[src/rtl/keypad_pkg.sv]
// Shared types, key constants and one-hot helpers for the 4x4 keypad scanner.
package keypad_pkg;

   typedef enum logic [1:0] {SCAN, DEBOUNCE, HELD} scan_state_t;

   typedef logic [3:0] key_code_t;

   localparam key_code_t KEY_SUBMIT_LETTER = 4'b1100;
   localparam key_code_t KEY_SUBMIT_WORD   = 4'b1110;

   function automatic logic is_one_hot(input logic [3:0] v);
      return (v != 4'b0000) && ((v & (v - 4'd1)) == 4'b0000);
   endfunction

   // row[3] is R0, so the row index counts down from the MSB
   function automatic logic [1:0] row_index(input logic [3:0] v);
      logic [1:0] idx;
      case (v)
         4'b1000: idx = 2'd0;
         4'b0100: idx = 2'd1;
         4'b0010: idx = 2'd2;
         default: idx = 2'd3;
      endcase
      return idx;
   endfunction

   function automatic logic [1:0] col_index(input logic [3:0] v);
      logic [1:0] idx;
      case (v)
         4'b0001: idx = 2'd0;
         4'b0010: idx = 2'd1;
         4'b0100: idx = 2'd2;
         default: idx = 2'd3;
      endcase
      return idx;
   endfunction

endpackage

[src/rtl/keypad_sync.sv]
// Two-flop synchronizer for asynchronous level inputs, async active-low reset.
module keypad_sync #(
   parameter int unsigned WIDTH = 1
) (
   input  logic             clk,
   input  logic             nRst,
   input  logic [WIDTH-1:0] d,
   output logic [WIDTH-1:0] q
);

   logic [WIDTH-1:0] meta;

   always_ff @(posedge clk or negedge nRst) begin
      if (!nRst) begin
         meta <= '0;
         q    <= '0;
      end else begin
         meta <= d;
         q    <= meta;
      end
   end

endmodule

[src/rtl/keypad_scan_ctrl.sv]
// 4x4 keypad scanner: column strobing, press/release debounce, and multi-tap
// index tracking for repeated presses of the same key.
module keypad_scan_ctrl
   import keypad_pkg::*;
#(
   parameter int unsigned SCAN_CYCLES     = 4,
   parameter int unsigned DEBOUNCE_CYCLES = 8,
   parameter int unsigned TAP_WINDOW      = 64,
   parameter int unsigned MAX_TAPS        = 4
) (
   input  logic                        clk,
   input  logic                        nRst,
   input  logic [3:0]                  row,
   output logic [3:0]                  cols,
   output logic                        key_strobe,
   output key_code_t                   key_code,
   output logic [$clog2(MAX_TAPS)-1:0] key_tap,
   output logic                        key_held
);

   localparam int unsigned DWELL_W = (SCAN_CYCLES > 1) ? $clog2(SCAN_CYCLES) : 1;
   localparam int unsigned DEB_W   = $clog2(DEBOUNCE_CYCLES + 1);
   localparam int unsigned TMR_W   = $clog2(TAP_WINDOW + 1);
   localparam int unsigned TAP_W   = $clog2(MAX_TAPS);

   localparam logic [DWELL_W-1:0] DWELL_LAST = DWELL_W'(SCAN_CYCLES - 1);
   localparam logic [DEB_W-1:0]   DEB_LAST   = DEB_W'(DEBOUNCE_CYCLES - 1);
   localparam logic [TMR_W-1:0]   TMR_MAX    = TMR_W'(TAP_WINDOW);
   localparam logic [TAP_W-1:0]   TAP_LAST   = TAP_W'(MAX_TAPS - 1);

   logic [3:0]         srow;
   scan_state_t        state;
   logic [DWELL_W-1:0] dwell_cnt;
   logic [DEB_W-1:0]   deb_cnt;
   logic [TMR_W-1:0]   tap_tmr;
   logic [3:0]         cap_row;
   key_code_t          cap_code;
   logic [TAP_W-1:0]   tap_next;

   keypad_sync #(.WIDTH(4)) u_row_sync (
      .clk  (clk),
      .nRst (nRst),
      .d    (row),
      .q    (srow)
   );

   // key_code resets to 0 but the timer starts saturated, so the first press is tap 0
   always_comb begin
      tap_next = '0;
      if ((cap_code == key_code) && (tap_tmr < TMR_MAX))
         tap_next = (key_tap == TAP_LAST) ? '0 : key_tap + TAP_W'(1);
   end

   always_ff @(posedge clk or negedge nRst) begin
      if (!nRst) begin
         state      <= SCAN;
         cols       <= 4'b0001;
         dwell_cnt  <= '0;
         deb_cnt    <= '0;
         cap_row    <= '0;
         cap_code   <= '0;
         tap_tmr    <= TMR_MAX;
         key_strobe <= 1'b0;
         key_code   <= '0;
         key_tap    <= '0;
         key_held   <= 1'b0;
      end else begin
         key_strobe <= 1'b0;
         if (tap_tmr < TMR_MAX)
            tap_tmr <= tap_tmr + TMR_W'(1);

         case (state)
            SCAN: begin
               if (dwell_cnt == DWELL_LAST) begin
                  dwell_cnt <= '0;
                  if (is_one_hot(srow)) begin
                     cap_row  <= srow;
                     cap_code <= {row_index(srow), col_index(cols)};
                     deb_cnt  <= '0;
                     state    <= DEBOUNCE;
                  end else begin
                     cols <= {cols[2:0], cols[3]};
                  end
               end else begin
                  dwell_cnt <= dwell_cnt + DWELL_W'(1);
               end
            end

            DEBOUNCE: begin
               if (srow != cap_row) begin
                  state <= SCAN;
               end else if (deb_cnt == DEB_LAST) begin
                  deb_cnt    <= '0;
                  key_strobe <= 1'b1;
                  key_code   <= cap_code;
                  key_tap    <= tap_next;
                  key_held   <= 1'b1;
                  tap_tmr    <= '0;
                  state      <= HELD;
               end else begin
                  deb_cnt <= deb_cnt + DEB_W'(1);
               end
            end

            HELD: begin
               if (srow != 4'b0000) begin
                  deb_cnt <= '0;
               end else if (deb_cnt == DEB_LAST) begin
                  deb_cnt  <= '0;
                  key_held <= 1'b0;
                  state    <= SCAN;
               end else begin
                  deb_cnt <= deb_cnt + DEB_W'(1);
               end
            end

            default: state <= SCAN;
         endcase
      end
   end

endmodule

[config.mk]
export PLATFORM = sky130hd
export DESIGN_NAME = keypad_scan_ctrl
export DESIGN_NICKNAME = d
export VERILOG_FILES = /design/src/rtl/keypad_pkg.sv /design/src/rtl/keypad_sync.sv /design/src/rtl/keypad_scan_ctrl.sv
export SDC_FILE = /design/constraint.sdc
export NUM_CORES = 1
export LEC_CHECK = 0
export ABC_CLOCK_PERIOD_IN_PS = 2700
export BUFFER_PORTS_ARGS = -buffer_cell sky130_fd_sc_hd__buf_4
export CORE_MARGIN = 2
export CORE_UTILIZATION = 35
export CTS_CLUSTER_DIAMETER = 60
export DETAILED_ROUTE_END_ITERATION = 8
export PLACE_DENSITY_LB_ADDON = 0.3
export SLEW_MARGIN = 20
export SYNTH_ARGS = -nofsm -noshare
export SYNTH_HDL_FRONTEND = slang
export SYNTH_SLANG_ARGS = --single-unit
[constraint.sdc]
create_clock -name clk -period 2.7 [get_ports clk]
set_input_delay 0.54 -clock clk [delete_from_list [all_inputs] [get_ports clk]]
set_output_delay 0.54 -clock clk [all_outputs]
set_load 0.03 [all_outputs]
==> results of run 1 <==
## state kept, by name, indices dropped and copies added, names as in the netlist
| register | count |
|---|---|
| u_row_sync.q | 4 |
| cols | 4 |
| key_held | 1 |
| deb_cnt | 4 |
| tap_tmr | 7 |
| cap_code | 4 |
| u_row_sync.meta | 4 |
| key_code | 4 |
| cap_row | 4 |
| key_strobe | 1 |
| state | 2 |
| key_tap | 2 |
| dwell_cnt | 2 |
## kinds of logic (layout without fill, tap and decap cells)
logic type,after synthesis,count (layout),synth area share (%)
AND/OR/NAND/NOR,49,49,12.42
flip-flops,43,43,52.98
AO/OA/AOI/OAI,21,21,7.806
multiplexers,18,18,10.63
XOR/XNOR,17,17,7.314
buffers and inverters,17,35,3.934
adder cells (fa/ha/maj),8,8,4.917
## routing by layer
| layer | vias to the layer above | track usage, % |
|---|---|---|
| met2 | 22 | 17.33 |
| met3 | 8 | 3.371 |
| met5 | - | 0 |
| met1 | 605 | 15.48 |
| met4 | 0 | 6.271 |
| li1 | 627 | - |
## final timing paths
path	from	endpoint	cells after the start
min in group clk	row[1]	u_row_sync.meta[1]	1
setup / recovery	u_row_sync.q[1]	cap_row[0]	4
setup reg to reg	u_row_sync.q[1]	cap_row[0]	4
hold reg to reg	u_row_sync.meta[2]	u_row_sync.q[2]	0
hold / removal	nRst	key_tap[0]	1
max in group asynchronous	nRst	cols[0]	1
## layout by cell type (no fill, tap or decap), types with 2 or more instances in the layout
cell type	instances
nand4_1	2
dfrtp_1	41
or4b_1	2
mux2_4	4
nand3_1	3
a31oi_1	4
o211ai_1	2
inv_1	9
nor2_1	16
dfstp_2	2
nand2_1	8
buf_4	18
mux2_1	3
ha_1	8
mux2_2	10
nor4_1	2
clkbuf_8	5
a21oi_1	6
xor2_1	6
xnor2_1	11
o21ai_0	2
and3_1	2
nor3_1	5
## area by class of cell
class | instances | area share, %
timing repair buffer | 18 | 5.876
inverter | 9 | 1.469
tap | 72 | 3.917
clock inverter | 2 | 0.5441
clock buffer | 6 | 3.156
multi-input combinational | 113 | 38.14
sequential | 43 | 46.90
## where the power goes
group          internal (W)  leakage, nW  total [W]  switching [W]
logic              0.000240        0.439   0.000482       0.000242
registers          0.000777        0.532   0.000892       0.000114
clock network      0.000181       0.0412   0.000398       0.000217
## per-stage QoR
stage / cell area, sq um / cells / hold WS (ps)
after floorplan: 2036 / 173 / 244.4
after global placement: 2215 / 255 / 332.7
after detailed placement: 2215 / 255 / 334.7
after CTS: 2300 / 263 / 236.3
after global routing: 2300 / 263 / 263.8
final: 2300 / 263 / 214.7
## worst max-delay path: stages (launching register included)
cell	delay, ps
dfrtp_1	470
or4b_1	550
o311a_2	160
nor2_2	420
mux2_2	390
==> flow_summary.toml, run 1 <==
[timing]
fin_ws_ps = 603.0
rsz0062_at_grt = "false"
fin_crit_ps = 2097
setup-tns-final_ps = 0
slew_viol_final = 0
worst_slew_pin_slew_ps = 552.9
post-route-period-util_pct = 77.67
max_freq_mhz = 476.9
hold_viol_final = 0
finalSetupViolations = 0
fin_skew_ps = 3.713
slew_headroom_pct = 62.97

[route]
ant_nets = 0
wirelength_met1_um = 1578
avgRoutedWirePerCell_um = 12.20
vias_per_cell = 4.798
drc_errors = 0
highest_layer = "met4"
firstDrtPassIters = 4
drtIter0Drc = 37
wl_um = 3209
wl_met3_um = 124
vias = 1262
wl_met2_um = 1429

[finish]
diodes = 0
n_fill_cell = 540
finish.utilization_pct = 41.26
syn2layout_area_growth_pct = 12.97
drive_gt1_share_pct = 26.18
final_nets = 204
seq_area_sq_um = 1079
multi_input_comb_area_sq_um = 877.1

[logic_synthesis]
synth_top_cells_by_area = "dfrtp_1, mux2_2, ha_1"
syn-instance-count = 173
synth_area_sq_um = 2036
yosys.area.top_type = "dfrtp_1"
synth_flop_cell = "dfrtp_1"
yosysSeqAreaShare_pct = 52.98
yosysWarnings = 0
synth_edf_count = 0
yosys.area.top_type_share_pct = 50.40
synth_common_cells = "dfrtp_1, nor2_1, xnor2_1, mux2_2, inv_1"
synth.net_count = 187
synth_cell_types = 42
async_reset_ff_share_pct = 100.0
synth.most_common_cell = "dfrtp_1"
ys_seq_elements = 43
syn_area_per_cell_sq_um = 11.77

[grt]
grt_pass1_wl_um = 5733
overflow = 0
grt_pass1_vias = 1237
antenna_found_initial = 0
grt_max_degree = 44
grt_usage_pct = 11.74

[clock_tree]
clk_path_buf_depth = 2
tritoncts = "yes"
clk_pin_slew_ps = 80
cts_made_buffers = 5
cts_sinks = 43
hold_buffers = 0
h-tree-depth = 2
post_cts_resized = 0
insertion_delay_ps = 290
postCtsSetupBuffers = 0
root_buffer = "clkbuf_8"

[critical_path]
cp.required_ps = 2880
startpoint_type = "register"
critPathKind = "register to register"
reg2reg_slack_ps = 600
arrival_ps = 2280
end_kind = "register"
crit_path_max_fanout = 12

[placement]
portBuffers = 17
dp_slack_ps = 584.0
place.gp.congestion = 0.8170
post-dp-hpwl_um = 2221

[status]
status = "finished, final reports clean"

[floorplanning]
die_y_um = 80.27
fp.dieW_um = 80.27
pin_count = 18
start_util_pct = 36.52
rows = 27
core_sq_um = 5574
dieArea_sq_um = 6442

[hold_path]
min_path_type = "input port to asynchronous set/reset pin"

[pwr]
ir_drop_v = 0.0003647
p_total_w = 0.001772
power-per-cell-area_nw_per_um2 = 770.4
leakagePower_nw = 1.012

[run]
cap_violations = 0
No activity file was read; power rests on OpenSTA's default activity.
==> run 2, diff against run 1 <==
--- a/config.mk
+++ b/config.mk
@@ -5,7 +5,7 @@
 export SDC_FILE = /design/constraint.sdc
 export NUM_CORES = 1
 export LEC_CHECK = 0
-export ABC_CLOCK_PERIOD_IN_PS = 2700
+export ABC_CLOCK_PERIOD_IN_PS = 1800
 export BUFFER_PORTS_ARGS = -buffer_cell sky130_fd_sc_hd__buf_4
 export CORE_MARGIN = 2
 export CORE_UTILIZATION = 35
==> constraint.sdc (replaced) <==
create_clock -name clk -period 1.8 [get_ports clk]
set_input_delay 0.36 -clock clk [delete_from_list [all_inputs] [get_ports clk]]
set_output_delay 0.36 -clock clk [all_outputs]
set_load 0.03 [all_outputs]
==> run 2 against run 1 <==
Effect of this change:
- highest routed layer unchanged
- via count increased by 10%
- maximum frequency increased by 11%
- clock skew increased by 7.7 ps
- the flow now finishes with violations (negative setup slack)
- clock power increased by 90%
- total power increased by 79%
- first-iteration DRC count decreased by 30%
- flip-flop and latch count unchanged
==> flow_summary.toml, run 2 (synthesized netlist as in run 1, its figures left out) <==
[grt]
antenna_found_initial = 0
grt_max_degree = 44
grt_usage_pct = 12.86
overflow = 0
grt_pass1_wl_um = 6272
grt_pass1_vias = 1423

[clock_tree]
clk_path_buf_depth = 2
cts_made_buffers = 5
insertion_delay_ps = 300
root_buffer = "clkbuf_8"
tritoncts = "yes"
h-tree-depth = 2
clk_pin_slew_ps = 90
cts_sinks = 43

[placement]
place.gp.congestion = 0.7558
place_inst = 282
dp_slack_ps = -68.64
post-dp-hpwl_um = 2490
portBuffers = 17

[critical_path]
cp.required_ps = 1980
end_kind = "register"
crit_path_max_fanout = 5
arrival_ps = 2070
critPathKind = "register to register"
startpoint_type = "register"
cpMaxStageDelayCell = "or4b_4"
crit_chain = "or4b_4 > o311a_4 > o21ai_4 > o211ai_1 > mux2_1"
critPathMaxStageDelay_ps = 550

[floorplanning]
die_y_um = 80.27
pin_count = 18
dieArea_sq_um = 6442
start_util_pct = 36.52
core_sq_um = 5574
fp.dieW_um = 80.27
rows = 27

[timing]
worst_slew_pin_slew_ps = 526.4
fin_crit_ps = 1893
finalSetupViolations = 13
post-route-period-util_pct = 105.2
fin_skew_ps = 11.40
fin_hold_ws_ps = 28.96
slew_viol_final = 0
rsz0062_at_grt = "true"
hold_viol_final = 0
fin_ws_ps = -93.17
slew_headroom_pct = 64.91
max_freq_mhz = 528.2

[finish]
seq_area_sq_um = 1081
top_register = "tap_tmr"
final_cell_mix = "buf_4, dfrtp_1, mux2_4"
drive_gt1_share_pct = 44.84
final_common_cell = "buf_4"
n_fill_cell = 511
multi_input_comb_area_sq_um = 1002
diodes = 0
largest_reg_flops = 7
final_nets = 236
syn2layout_area_growth_pct = 34.11
final_cells = 295

[route]
drtIter0Drc = 26
avgRoutedWirePerCell_um = 12.25
firstDrtPassIters = 4
wl_um = 3614
vias = 1391
drc_errors = 0
vias_per_cell = 4.715
ant_nets = 0

[pwr]
p_comb_share_pct = 33.4
p_total_w = 0.003169
netSwitchingPower_w = 0.0009824
leakagePower_nw = 1.248
ir_drop_v = 0.0005166
intPower_w = 0.002187
sw_frac_of_total_pct = 31.00
pwr-share-clk_pct = 23.9
seqPwrFrac_pct = 42.7
power-per-cell-area_nw_per_um2 = 1161

[hold_path]
min_path_type = "input port to asynchronous set/reset pin"

[status]
status = "finished, violations left"
violations = "negative setup slack"

[run]
cap_violations = 0
==> run 2: area by class of cell <==
cell class	instances	share of cell area (%)
inverters	9	1.237
clock buffers	5	2.521
repair buffers	50	15.03
multi-input cells	113	36.71
flip-flops and latches	43	39.60
clock inverters	3	1.604
well taps	72	3.300
==> run 2: metrics by stage <==
| step | TNS [ps] | util (%) | instance area, sq um |
|---|---|---|---|
| after global placement | -247.1 | 44.11 | 2459 |
| after CTS | -401.5 | 47.07 | 2624 |
| final | -710.8 | 48.98 | 2730 |
| after detailed placement | -414.8 | 44.11 | 2459 |
| after global routing | -2240 | 48.98 | 2730 |
| after floorplan | -740.6 | - | 2083 |
==> run 2: metal layers <==
layer / part of all wire (%) / up-vias / wire length (um) / track usage (%)
li1: - / 688 / - / -
met4: 0.80 / 0 / 29 / 5.085
met3: 4.1 / 2 / 149 / 4.719
met2: 51 / 20 / 1845 / 22.00
met5: 0 / - / 0 / 0
met1: 44 / 681 / 1590 / 14.48
==> run 2: power groups by stage <==
stage / Sequential [W] / Clock, W / Combinational [W]
2_1_floorplan: 0.00131 / 0 / 0.000676
3_5_place_dp: 0.00134 / 0 / 0.000938
6_report: 0.00135 / 0.000756 / 0.00106
3_3_place_gp: 0.00134 / 0 / 0.000916
5_1_grt: 0.00140 / 0.000817 / 0.00117
4_1_cts: 0.00133 / 0.000778 / 0.000990
==> run 2: repair_timing <==
| item | 4_1_cts | 5_1_grt |
|---|---|---|
| endpoints found under the hold margin | 0 | 0 |
| endpoints found under the setup margin | 16 | 24 |
| pin swaps | 1 | 5 |
| hold buffers | 0 | 0 |
| setup buffers | 3 | 2 |
| gates resized for setup | 7 | 25 |
==> run 2: worst max-delay path, delay by kind of cell, from the launching register on <==
| kind | cells | cell delay [ps] |
|---|---|---|
| DFF | 1 | 430 |
| muxes | 1 | 320 |
| AOI/OAI and AO/OA | 3 | 460 |
| and+or+nand+nor | 1 | 550 |
==> run 2: worst paths after layout <==
check	from	to	slack [ps]	cells after the start
setup / recovery	u_row_sync.q[3]	state[0]	-90	5
max in group asynchronous	nRst	u_row_sync.q[1]	1380	1
setup reg to reg	u_row_sync.q[3]	state[0]	-90	5
min in group clk	row[1]	u_row_sync.meta[1]	160	1
hold / removal	nRst	key_strobe	30	1
hold reg to reg	u_row_sync.meta[1]	u_row_sync.q[1]	350	0
